File: config.mk
export PLATFORM = sky130hd
export DESIGN_NAME = uart_msg_seq_flat
export DESIGN_NICKNAME = d
export VERILOG_FILES = /design/src/rtl/uart_msg_seq_pkg.sv /design/src/rtl/uart_msg_seq_if.sv /design/src/rtl/uart_msg_seq_rom.sv /design/src/rtl/uart_msg_seq.sv /design/src/flat_wrapper.sv
export SDC_FILE = /design/constraint.sdc
export NUM_CORES = 1
export LEC_CHECK = 0
export BUFFER_PORTS_ARGS = -buffer_cell sky130_fd_sc_hd__buf_2
export CORE_ASPECT_RATIO = 0.9
export CORE_MARGIN = 1.5
export CORE_UTILIZATION = 35
export CTS_BUF_LIST = sky130_fd_sc_hd__clkbuf_4 sky130_fd_sc_hd__clkbuf_8
export CTS_CLUSTER_SIZE = 25
export DETAILED_ROUTE_END_ITERATION = 10
export GPL_TIMING_DRIVEN = 0
export PLACE_DENSITY = 0.49
export SLEW_MARGIN = 15
export SYNTH_ARGS = -nofsm -noshare
export SYNTH_HDL_FRONTEND = slang
export SYNTH_SLANG_ARGS = --single-unit
File: constraint.sdc
create_clock -name clk -period 3.25 [get_ports clk]
set_clock_uncertainty 0.1 [all_clocks]
set_input_delay 0.1625 -clock clk [delete_from_list [all_inputs] [get_ports clk]]
set_output_delay 0.1625 -clock clk [all_outputs]
set_load 0.005 [all_outputs]
File: src/rtl/uart_msg_seq_pkg.sv
// Shared state encoding and default message contents for the UART message sequencer.
package uart_msg_seq_pkg;

  localparam int DEFAULT_DATA_WIDTH = 8;
  localparam int DEFAULT_MSG_LEN    = 15;

  typedef enum logic [2:0] {
    IDLE,
    LOAD,
    WAIT_ACK,
    WAIT_DONE,
    GAP
  } seq_state_t;

  // "Hello, world!\r\n"; anything past the end reads as zero.
  function automatic logic [7:0] default_msg_byte(input logic [8:0] idx);
    case (idx)
      9'd0:    return 8'h48;
      9'd1:    return 8'h65;
      9'd2:    return 8'h6C;
      9'd3:    return 8'h6C;
      9'd4:    return 8'h6F;
      9'd5:    return 8'h2C;
      9'd6:    return 8'h20;
      9'd7:    return 8'h77;
      9'd8:    return 8'h6F;
      9'd9:    return 8'h72;
      9'd10:   return 8'h6C;
      9'd11:   return 8'h64;
      9'd12:   return 8'h21;
      9'd13:   return 8'h0D;
      9'd14:   return 8'h0A;
      default: return 8'h00;
    endcase
  endfunction

endpackage

File: src/rtl/uart_msg_seq_if.sv
// Byte handshake between the message sequencer (master) and the UART transmitter (slave).
interface uart_msg_seq_if
  import uart_msg_seq_pkg::*;
#(
  parameter int DATA_WIDTH = DEFAULT_DATA_WIDTH
);

  logic [DATA_WIDTH-1:0] load_byte;
  logic                  load;
  logic                  ready;

  modport master (output load_byte, output load, input ready);
  modport slave  (input load_byte, input load, output ready);

endinterface

File: src/rtl/uart_msg_seq_rom.sv
// Combinational message ROM: index in, message byte out.
module uart_msg_seq_rom
  import uart_msg_seq_pkg::*;
#(
  parameter int DATA_WIDTH = DEFAULT_DATA_WIDTH,
  parameter int MSG_LEN    = DEFAULT_MSG_LEN,
  localparam int IDX_W     = (MSG_LEN > 1) ? $clog2(MSG_LEN) : 1
) (
  input  logic [IDX_W-1:0]      addr,
  output logic [DATA_WIDTH-1:0] data
);

  always_comb begin
    data = '0;
    if (32'(addr) < MSG_LEN) begin
      data = DATA_WIDTH'(default_msg_byte(9'(addr)));
    end
  end

endmodule

File: src/rtl/uart_msg_seq.sv
// Steps through the ROM message, handing each byte to the transmitter over load/ready,
// and repeats the message with an idle gap while enabled.
module uart_msg_seq
  import uart_msg_seq_pkg::*;
#(
  parameter int DATA_WIDTH = DEFAULT_DATA_WIDTH,
  parameter int MSG_LEN    = DEFAULT_MSG_LEN,
  parameter int GAP_CYCLES = 96
) (
  input  logic                  clk,
  input  logic                  rst,
  input  logic                  enable,
  uart_msg_seq_if.master        tx,
  output logic                  busy,
  output logic                  msg_done,
  output logic [15:0]           msg_count
);

  localparam int IDX_W = (MSG_LEN > 1) ? $clog2(MSG_LEN) : 1;
  localparam int GAP_W = (GAP_CYCLES > 0) ? $clog2(GAP_CYCLES + 1) : 1;
  localparam logic [IDX_W-1:0] LAST_IDX = IDX_W'(MSG_LEN - 1);
  localparam logic [GAP_W-1:0] GAP_LOAD = GAP_W'(GAP_CYCLES);

  seq_state_t            state;
  logic [IDX_W-1:0]      index;
  logic [IDX_W-1:0]      rom_addr;
  logic [GAP_W-1:0]      gap_cnt;
  logic [DATA_WIDTH-1:0] rom_data;
  logic [DATA_WIDTH-1:0] load_byte;
  logic                  load;

  // The ROM is addressed with the byte about to be loaded so load_byte can be registered.
  assign rom_addr = (state == WAIT_DONE) ? index + IDX_W'(1) : '0;

  uart_msg_seq_rom #(
    .DATA_WIDTH (DATA_WIDTH),
    .MSG_LEN    (MSG_LEN)
  ) u_rom (
    .addr (rom_addr),
    .data (rom_data)
  );

  assign tx.load      = load;
  assign tx.load_byte = load_byte;

  always_ff @(posedge clk) begin
    if (rst) begin
      state     <= IDLE;
      index     <= '0;
      gap_cnt   <= '0;
      load      <= 1'b0;
      load_byte <= '0;
      busy      <= 1'b0;
      msg_done  <= 1'b0;
      msg_count <= '0;
    end else begin
      load     <= 1'b0;
      msg_done <= 1'b0;
      case (state)
        IDLE: begin
          if (enable && tx.ready) begin
            index     <= '0;
            load_byte <= rom_data;
            load      <= 1'b1;
            busy      <= 1'b1;
            state     <= LOAD;
          end
        end
        LOAD: begin
          state <= WAIT_ACK;
        end
        WAIT_ACK: begin
          if (!tx.ready) begin
            state <= WAIT_DONE;
          end
        end
        WAIT_DONE: begin
          if (tx.ready) begin
            if (index != LAST_IDX) begin
              index     <= index + IDX_W'(1);
              load_byte <= rom_data;
              load      <= 1'b1;
              state     <= LOAD;
            end else begin
              msg_done  <= 1'b1;
              busy      <= 1'b0;
              msg_count <= msg_count + 16'd1;
              gap_cnt   <= GAP_LOAD;
              state     <= (GAP_CYCLES == 0) ? IDLE : GAP;
            end
          end
        end
        GAP: begin
          if (gap_cnt <= GAP_W'(1)) begin
            gap_cnt <= '0;
            state   <= IDLE;
          end else begin
            gap_cnt <= gap_cnt - GAP_W'(1);
          end
        end
        default: begin
          state <= IDLE;
        end
      endcase
    end
  end

endmodule

File: src/flat_wrapper.sv
// flat-port wrapper written by rule: the top's interface ports become plain ports
module uart_msg_seq_flat import uart_msg_seq_pkg::*;
#(
  parameter int DATA_WIDTH = DEFAULT_DATA_WIDTH,
  parameter int MSG_LEN    = DEFAULT_MSG_LEN,
  parameter int GAP_CYCLES = 96
)
  (clk, rst, enable, busy, msg_done, msg_count, tx_load_byte, tx_load, tx_ready);
  uart_msg_seq_if #(.DATA_WIDTH(DATA_WIDTH)) tx_i ();
  input  logic clk;
  input  logic rst;
  input  logic enable;
  output logic busy;
  output logic msg_done;
  output logic [15:0] msg_count;
  output wire logic [$bits(tx_i.load_byte)-1:0] tx_load_byte;
  output wire logic [$bits(tx_i.load)-1:0] tx_load;
  input wire logic [$bits(tx_i.ready)-1:0] tx_ready;
  assign tx_load_byte = tx_i.load_byte;
  assign tx_load = tx_i.load;
  assign tx_i.ready = tx_ready;
  uart_msg_seq #(.DATA_WIDTH(DATA_WIDTH), .MSG_LEN(MSG_LEN), .GAP_CYCLES(GAP_CYCLES)) u_core (.clk(clk), .rst(rst), .enable(enable), .tx(tx_i), .busy(busy), .msg_done(msg_done), .msg_count(msg_count));
endmodule
-- After elaboration in Yosys (flattened, before gate mapping)
Memories as Yosys holds them, arrays and structs flattened.
Index checks and enable logic that the tools add are counted.
- register bits after elaboration: 41
- memory bits (read-only): 112
- input port bits: 4
- output and inout bits: 27
- logic and storage cells: 67
- memories kept: 1
- memories (memory ; words ; width ; read ports ; clocked after memory_dff ; wr ports ; line ; RTL):
    (name not given) ; 16 ; 7 ; 1 ; 0 ; 0 ; uart_msg_seq_pkg.sv:17 ; case (idx)
- $add $sub $neg: 3
- magnitude comparators: 2
- equality and inequality tests: 11
- muxes and demuxes: 29
- bitwise logic cells: 3
- reduce and logical (&&, ||, !) cells: 10
- operators with widths (operator ; count):
    8-bit two-way mux ; 4
    7-bit two-way mux ; 3
    16-bit by 1-bit adder with 16-bit output, second input constant ; 1
    4-bit two-way mux ; 4
    8-bit case mux with 2 select lines ; 1
    3-bit two-way mux ; 5
    3-bit case mux with 5 select lines ; 1
    7-bit case mux with 2 select lines ; 1
    4-bit AND reduction ; 3
    2-bit != test, second input constant ; 4
    4-bit case mux with 2 select lines ; 1
    7-bit by 1-bit <= comparator with 1-bit output, second input constant ; 1
    1-bit two-way mux ; 7
    7-bit by 1-bit subtractor with 7-bit output, second input constant ; 1
    3-bit by 2-bit equality test with 1-bit output, second input constant ; 2
    3-bit AND reduction ; 2
    4-bit by 1-bit adder with 4-bit output, second input constant ; 1
    4-bit less-than comparator, second input constant ; 1
    2-bit by 1-bit != test with 1-bit output, second input constant ; 2
    4-bit != test, second input constant ; 1
    1-bit case mux with 2 select lines ; 2
    2-bit nonzero test ; 2
    3-bit by 1-bit equality test with 1-bit output, second input constant ; 1
    3-bit equality test, second input constant ; 1
    4 further kinds ; 6

-- Logic depth before layout (Yosys ltp)
Gate-level depths: netlist (run 1).
- depth after elaboration: 7
- depth in mapped cells: 10
- gate-level depth less buffers: 9

-- By module
From an unflattened synthesis (run 1), not the netlist that was laid out.
- cells, all modules: 282
- area, all modules: 2263.4 µm²
- modules (own cells, without submodules) (module ; instances ; cells an instance ; area an instance (µm²) ; sequential area each (µm²)):
    uart_msg_seq ; 1 ; 242 ; 1971.9 ; 820.8
    uart_msg_seq_rom ; 1 ; 40 ; 291.5 ; 0.0

-- Least setup slack after synthesis (run 1)
OpenSTA, ideal clock, no wires.
- path kind: flip-flop to flip-flop
- start point: reg u_core.index[0]
- end point: reg u_core.load_byte[0] (netlist: u_core.tx.load_byte[0])
- library setup time: 0.117 ns
- arrival: 2.064 ns
- required time: 3.033 ns
- setup slack: 0.968 ns
- cell stages (with the launch flop): 10
- path buffers: 0
- clock period less this slack: 2.282 ns
- cells stage by stage: dfxtp_1 > inv_1 > ha_1 > nor2_1 > inv_1 > ha_1 > nand2b_1 > a211o_1 > o211a_1 > a32o_1
- cells in the longest elaborated chain, start to end: 7
- elaborated cells on any way between the ends: 12
- classes of those cells: 1 x add/sub; 1 x order compare; 2 x eq/ne; 6 x mux; 1 x reduce/logical; 1 x memory
- ends and longest elaborated chain (what ; line ; RTL):
    start, declared ; uart_msg_seq.sv:25 ; logic [IDX_W-1:0] index;
    start signal, assigned ; uart_msg_seq.sv:80 ; index <= index + IDX_W'(1);
    4-bit by 1-bit adder with 4-bit output (*) ; uart_msg_seq.sv:33 ; assign rom_addr = (state == WAIT_DONE) ? index + IDX_W'(1) : '0;
    4-bit two-way mux (*) ; uart_msg_seq.sv:33 ;
    net u_core.rom_addr[1] ; uart_msg_seq.sv:26 ; logic [IDX_W-1:0] rom_addr;
    memory read 16 x 7 bit / 4-bit less-than comparator (equally long branches) ; n/a ;
    8-bit two-way mux (*) ; uart_msg_seq_rom.sv:15 ; if (32'(addr) < MSG_LEN) begin
    8-bit two-way mux ; uart_msg_seq.sv:79 ; if (index != LAST_IDX) begin
    8-bit two-way mux ; uart_msg_seq.sv:78 ; if (tx.ready) begin
    8-bit case mux with 2 select lines (*) ; uart_msg_seq.sv:59 ; case (state)
    end signal, assigned ; uart_msg_seq.sv:63 ; load_byte <= rom_data;
    end signal, assigned ; uart_msg_seq.sv:81 ; load_byte <= rom_data;
    end, declared ; uart_msg_seq.sv:29 ; logic [DATA_WIDTH-1:0] load_byte;
Mark *: on every way through the listed nets, which the timed path passes. The rest lies on a longest branch. The select of a mux whose other input is x is not followed.
A chain may end at the register's enable or synchronous reset.

-- Worst setup path in the final report (run 1)
- start point: reg u_core.state[0]
- end point: reg u_core.load_byte[6] (netlist: u_core.tx.load_byte[6])
- cells in the longest elaborated chain, start to end: 7
- elaborated cells on any way between the ends: 15
- classes of those cells: 1 x order compare; 4 x eq/ne; 6 x mux; 3 x reduce/logical; 1 x memory
- ends and longest elaborated chain (what ; line ; RTL):
    start, declared ; uart_msg_seq.sv:24 ; seq_state_t state;
    start signal, assigned ; uart_msg_seq.sv:89 ; state <= (GAP_CYCLES == 0) ? IDLE : GAP;
    3-bit by 2-bit equality test with 1-bit output (*) ; uart_msg_seq.sv:33 ;
    4-bit two-way mux (*) ; uart_msg_seq.sv:33 ;
    net u_core.rom_addr[1] ; uart_msg_seq.sv:26 ;
    memory read 16 x 7 bit / 4-bit less-than comparator (equally long branches) ; n/a ;
    8-bit two-way mux (*) ; uart_msg_seq_rom.sv:15 ;
    8-bit two-way mux ; uart_msg_seq.sv:79 ;
    8-bit two-way mux ; uart_msg_seq.sv:78 ;
    8-bit case mux with 2 select lines (*) ; uart_msg_seq.sv:59 ;
Marks and branches as above.

==> impl_results.md, run 1 <==
* Postcts setup bufs at 0
* Finished Cell Area at 2509 µm²
* Post-layout minimum cycle time at 2.683 ns
* CTS H-Tree Depth at 2
* Worst-path cell chain: buf_2 > nand3b_1 > clkbuf_1 > nor2_1 > inv_1 > ha_1 > a2111oi_0 > nor3_1
* Worst slew pin tran at 0.6871 ns
* PortBufs at 29
* Iteration count of the initial detailed-routing pass at 4
* Clock network fraction of design power at 37.0%
* Slew Limit Fails at 0
* Gate count after technology mapping at 268
* Dominant synthesized flop cell: dfxtp_1
* Ranking of synthesized cells by area: dfxtp_1, ha_1, nor2_1
* DP Area at 2411 µm²
* Die width at 86.11 µm
* Initial antenna violation count at 0
* CTS Root Buffer Type: clkbuf_8
* CP startpoint: u_core.state[0]$_SDFFE_PP0P_
* WL per Instance at 13.96 µm
* # resized after CTS at 0
* Io pins at 31
* Crit Reg-Reg Startpoint: u_core.state[0]$_SDFFE_PP0P_
* Synthesized cell area at 2176 µm²
* Clock sinks at 40
* Total power at 979.0 µW
* Core Util, Final at 41.49%
* Tot GR Track Use at 17.00%
* Hold Crit Class: in2reg
* Worst slew margin at 53.01%
* Ant diodes at 0
* WP data required at 3.31 ns
* Post-synth ARST share at 0%
* P per Cell Area at 390.2 nW/µm²
* Status: completed
* R2r worst-path depth at 8
* Via density at 5.186
* Worst R2R End: u_core.tx.load_byte[6]$_SDFFE_PP0P_
* Die height at 77.80 µm
* CP endpoint kind: flip-flop
* Final hold violation count at 0
* Sequential area share after synthesis at 36.80%
* Vias at 1955
* Share of cells above drive strength 1 at 17.70%
* First-pass GRT wire length at 9004 µm
* Clk slew on worst S/H paths at 0.08 ns
* Starting Density at 35.98%
* Cells on Worst Hold Path at 3
* Largest net degree at the start of global routing at 12
* Tcrit/Tclk final at 82.55%
* # setup viols final at 0
* Crit-path max FO at 10
* Max Freq at 372.7 MHz
* Worst Path Arrival at 2.74 ns
* Num CTS Buffers at 5
* Post-synth top area cell: dfxtp_1
* Std-Cell Rows at 27
* Later-pin clock latency in the skew report at 0.29 ns
* Initial DRC Count at 98
* Layout fillers at 644
* Sequential Power Share at 51.6%
* Synth warn at 0
* DRC at 0
* Grt ovf at 0
* Die ar. at 6699 µm²
* MaxCap Viol Count at 0
* R2r setup slk at 0.57 ns
* Synth-to-Final Area Change at 15.30%
* Crit Path Category: reg2reg
* Vias in the first global route at 1819
* VDD IR max at 164.4 µV
* Core Region at 6047 µm²
* Critical-path top delay cell: a2111oi_0
* Crit start category: flip-flop
* Leak at 0.001016 µW
* Max clock buf depth at 2
* Dpl hpwl at 3763 µm
* Hold wc startpoint: rst
* Sw Ratio at 25.52%
* Crit path largest cell delay at 0.58 ns
* Hold buffers post-CTS at 0
* P_sw at 249.8 µW
* Syn Area/Cell at 8.119 µm²
* Yosys cell types at 53
* CTS tree: built
* GP Congestion at 0.8541
* Int Power at 729.2 µW
* Combinational power share at 11.4%
* #FFs+latches synth at 40
* Setup TNS at 0 ns
* EDFF count, synth at 0
* Post-synth top area share at 36.80%
* Syn nets at 284
* Final wirelength at 5264 µm
* Final net count at 320
* Unrepaired setup endpoints after global routing: no
* Min-Delay Endpoint: u_core.tx.load_byte[1]$_SDFFE_PP0P_
* Hold slack at 0.1785 ns
* Detail Route Antenna Nets at 0
metrics by stage:
| step | worst slack [ns] | std cells |
|---|---|---|
| after floorplan | 0.9682 | 268 |
| final | 0.5672 | 377 |
| after CTS | 0.6010 | 377 |
| after global routing | 0.3543 | 377 |
| after detailed placement | 0.6254 | 369 |
| after global placement | 0.6283 | 369 |
state kept, by name (all words and copies together), names as in the netlist:
| name | cells |
|---|---|
| u_core.msg_count | 16 |
| u_core.gap_cnt | 7 |
| u_core.tx.load_byte | 7 |
| u_core.index | 4 |
| u_core.state | 3 |
| u_core.busy | 1 |
| u_core.msg_done | 1 |
| u_core.tx.load | 1 |
cell type report:
cell class / count / area (µm²) / area share, %
sequential: 40 / 800.8 / 31.92
tap: 72 / 90.09 / 3.591
clock buffer: 8 / 97.59 / 3.890
multi-input combinational: 205 / 1277 / 50.92
inverter: 10 / 37.54 / 1.496
timing repair buffer: 29 / 145.1 / 5.786
buffer: 13 / 60.06 / 2.394
cell usage in the layout, fill, tap and decap left out, drive strengths merged, types with 4 or more instances in the layout:
| master | netlist | layout |
|---|---|---|
| and3 | 6 | 6 |
| xor2 | 5 | 5 |
| nand2b | 4 | 4 |
| a21oi | 20 | 20 |
| nand4 | 7 | 7 |
| nand2 | 29 | 29 |
| nor3 | 10 | 10 |
| clkbuf | 6 | 14 |
| buf | 7 | 36 |
| nor2 | 34 | 34 |
| dfxtp | 40 | 40 |
| nand3 | 11 | 11 |
| inv | 10 | 10 |
| xnor2 | 8 | 8 |
| ha | 12 | 12 |
| o21ai | 12 | 12 |
| or3 | 4 | 4 |
critical path: cells and delay by family, from the launching register on:
family | cells | cell delay [ns]
fa+ha+maj | 1 | 0.39
buf+inv | 3 | 0.62
compound gates | 1 | 0.58
flops | 1 | 0.32
simple gates | 3 | 0.54
how the worst max path moves through the flow:
stage,end,slack (ns),cells after the start
6_report,u_core.tx.load_byte[6]$_SDFFE_PP0P_,0.57,8
5_1_grt,u_core.tx.load_byte[6]$_SDFFE_PP0P_,0.35,8
4_1_cts,u_core.tx.load_byte[6]$_SDFFE_PP0P_,0.60,8
3_5_place_dp,u_core.tx.load_byte[6]$_SDFFE_PP0P_,0.63,8
3_3_place_gp,u_core.tx.load_byte[6]$_SDFFE_PP0P_,0.63,8
2_1_floorplan,u_core.tx.load_byte[0]$_SDFFE_PP0P_,0.97,9
power by group through the flow:
| stage | combinational [µW] | sequential [µW] | clock (µW) |
|---|---|---|---|
| floorplan | 78.0 | 517 | 0 |
| global placement | 113 | 517 | 0 |
| detailed placement | 111 | 517 | 0 |
| CTS | 112 | 505 | 375 |
| global route | 126 | 507 | 397 |
| finish | 112 | 505 | 362 |
cells by family (layout without fill, tap and decap cells):
group | count (synthesis) | after routing | synth area share (%)
AND/OR/NAND/NOR | 121 | 121 | 28.18
AO/OA/AOI/OAI | 57 | 57 | 17.43
flip-flops | 40 | 40 | 36.80
buffers and inverters | 23 | 60 | 4.486
XOR/XNOR | 13 | 13 | 5.578
adder cells (fa/ha/maj) | 12 | 12 | 6.900
other | 1 | 1 | 0.1723
multiplexers | 1 | 1 | 0.4601
synth_stat cells, types with 2 or more instances:
cell and number:
a2111oi_0 2, nand3_1 11, dfxtp_1 40, clkbuf_1 6, nand2b_1 4, nor3b_1 2
nand3b_1 2, a211oi_1 3, nor3_1 10, buf_2 6, o31a_1 2, nand2_1 28
inv_1 10, ha_1 12, or3_1 4, nand4_1 6, a32o_1 2, xnor2_1 8
xor2_1 4, a211o_1 2, a21oi_1 20, and4_1 3, nor2_1 34, and3_1 4
nor2b_1 2, nor4_1 2, o21ai_0 12, and3_2 2
per-layer routing:
metal | track usage (%) | vias up | wire length, µm
met5 | 0 | - | 0
met3 | 3.723 | 5 | 222
met1 | 26.37 | 896 | 2949
met4 | 5.000 | 0 | 48
li1 | - | 1017 | -
met2 | 22.99 | 37 | 2042
No activity file was read; power rests on OpenSTA's default activity.
==> run 2, diff against run 1 <==
==> constraint.sdc (replaced) <==
create_clock -name clk -period 2.55 [get_ports clk]
set_clock_uncertainty 0.1 [all_clocks]
set_input_delay 0.1275 -clock clk [delete_from_list [all_inputs] [get_ports clk]]
set_output_delay 0.1275 -clock clk [all_outputs]
set_load 0.005 [all_outputs]
==> run 2 against run 1 <==
  * Utilization up 0.31 points
  * Power up 27%
  * Critical path type unchanged
  * Die area unchanged
  * Count of clock-buffer cells in the layout unchanged
==> impl_results.md, run 2 (same netlist as run 1, synthesis figures left out) <==
* Finished Cell Area at 2527 µm²
* Leak at 0.001019 µW
* Clk slew on worst S/H paths at 0.08 ns
* Initial antenna violation count at 0
* Die ar. at 6699 µm²
* Initial DRC Count at 104
* Worst slew pin tran at 0.6850 ns
* Synth-to-Final Area Change at 16.16%
* CTS H-Tree Depth at 2
* Grt ovf at 0
* Post-layout minimum cycle time at 2.404 ns
* Worst Path Arrival at 2.51 ns
* Die width at 86.11 µm
* VDD IR max at 208.6 µV
* Iteration count of the initial detailed-routing pass at 4
* Largest register FFs at 16
* Final net count at 320
* Biggest regs: u_core.msg_count: 16 flops, u_core.gap_cnt: 7 flops, u_core.tx.load_byte: 7 flops
* Vias in the first global route at 1819
* CP endpoint kind: flip-flop
* Crit Reg-Reg Startpoint: u_core.state[0]$_SDFFE_PP0P_
* Starting Density at 35.98%
* Tot GR Track Use at 17.00%
* Largest net degree at the start of global routing at 12
* Hold Crit Class: in2reg
* DP Area at 2411 µm²
* Worst slew margin at 53.15%
* Final worst slack at 0.1458 ns
* Dpl hpwl at 3763 µm
* Max Freq at 415.9 MHz
* Worst-path cell chain: buf_2 > nand3b_1 > clkbuf_2 > nor2_4 > inv_1 > ha_1 > a211oi_1 > o21ai_0 > a311oi_1
* Later-pin clock latency in the skew report at 0.29 ns
* Crit path largest cell delay at 0.37 ns
* P per Cell Area at 493.7 nW/µm²
* Std-Cell Rows at 27
* Num CTS Buffers at 5
* Detail Route Antenna Nets at 0
* Commonest non-fill, non-tap cells in the layout: dfxtp_1, buf_2, nor2_1, nand2_1, a21oi_1
* CP startpoint: u_core.state[0]$_SDFFE_PP0P_
* # setup viols final at 0
* Io pins at 31
* WP data required at 2.65 ns
* CTS Root Buffer Type: clkbuf_8
* Critical-path top delay cell: ha_1
* Via density at 5.271
* PortBufs at 29
* Layout fillers at 642
* CP Buf/Inv Count at 3
* Share of cells above drive strength 1 at 19.02%
* Crit Path Category: reg2reg
* GP Congestion at 0.8541
* Hold buffers post-CTS at 0
* WL per Instance at 13.98 µm
* Total power at 1248 µW
* CP top delay family: compound AO/OA/AOI/OAI gates
* Final hold violation count at 0
* DRC at 0
* Crit-path max FO at 10
* CTS tree: built
* Final wirelength at 5269 µm
* Max clock buf depth at 2
* Slew Limit Fails at 0
* First-pass GRT wire length at 9004 µm
* MaxCap Viol Count at 0
* Core Region at 6047 µm²
* Vias at 1987
* Ant diodes at 0
* Biggest register: u_core.msg_count
* Hold wc startpoint: rst
* Crit start category: flip-flop
* Most common cell after layout, fill and taps aside: dfxtp_1
* Clock sinks at 40
* Post-place setup slack at -0.07461 ns
* Status: completed
* Die height at 77.80 µm
* Tcrit/Tclk final at 94.28%
## run 2: cell counts in the layout (fill, tap and decap cells not counted)
Identical to the previous run, type by type.
## run 2: report_power, final
group / switching, µW / internal, µW / total, µW
Combinational: 95.7 / 49.2 / 145
Clock: 216 / 242 / 459
Sequential: 5.60 / 639 / 644
Total: 318 / 930 / 1250
## run 2: cell type report
class                      instances  area, µm²  share of cell area (%)
buffer                            13      61.31                   2.426
clock buffer                       8      97.59                   3.861
inverter                          10      37.54                   1.485
multi-input combinational        205       1294                   51.19
sequential                        40      802.0                   31.73
tap                               72      90.09                   3.564
timing repair buffer              29      145.1                   5.743
## run 2: final timing paths
check,depth (start not counted),slack [ns],end
worst max-delay path,9,0.15,u_core.tx.load_byte[3]$_SDFFE_PP0P_
worst min-delay path,3,0.14,u_core.tx.load_byte[1]$_SDFFE_PP0P_
worst max register to register,9,0.15,u_core.tx.load_byte[3]$_SDFFE_PP0P_
worst min register to register,2,0.36,u_core.tx.load_byte[4]$_SDFFE_PP0P_
## run 2: worst register-to-register path: stages (launching register included)
cell	delay, ns
dfxtp_1	0.32
buf_2	0.20
nand3b_1	0.12
clkbuf_2	0.25
nor2_4	0.19
inv_1	0.11
ha_1	0.37
a211oi_1	0.25
o21ai_0	0.14
a311oi_1	0.25
## run 2: repair_timing
action | CTS | global route
setup endpoints to repair | 3 | 3
gates resized for setup | 3 | 5
setup buffers | 0 | 0
pin swaps | 0 | 0
endpoints found under the hold margin | 0 | 0
## run 2: per-stage QoR
stage | util, % | cells | setup TNS (ns) | hold slack, ns
after global routing | 41.80 | 377 | -0.0004354 | 0.1678
after CTS | 41.59 | 377 | 0 | 0.1371
after floorplan | - | 268 | 0 | 0.2543
final | 41.80 | 377 | 0 | 0.1438
after detailed placement | 39.87 | 369 | -0.1136 | 0.3469
after global placement | 39.87 | 369 | -0.08908 | 0.3387
## run 2: routing by layer
| layer | track usage, % | wire length (µm) | up-vias | part of all wire (%) |
|---|---|---|---|---|
| met3 | 3.723 | 285 | 5 | 5.4 |
| li1 | - | - | 1015 | - |
| met1 | 26.37 | 2868 | 920 | 54 |
| met2 | 22.99 | 2067 | 47 | 39 |
| met5 | 0 | 0 | - | 0 |
| met4 | 5.000 | 48 | 0 | 0.91 |
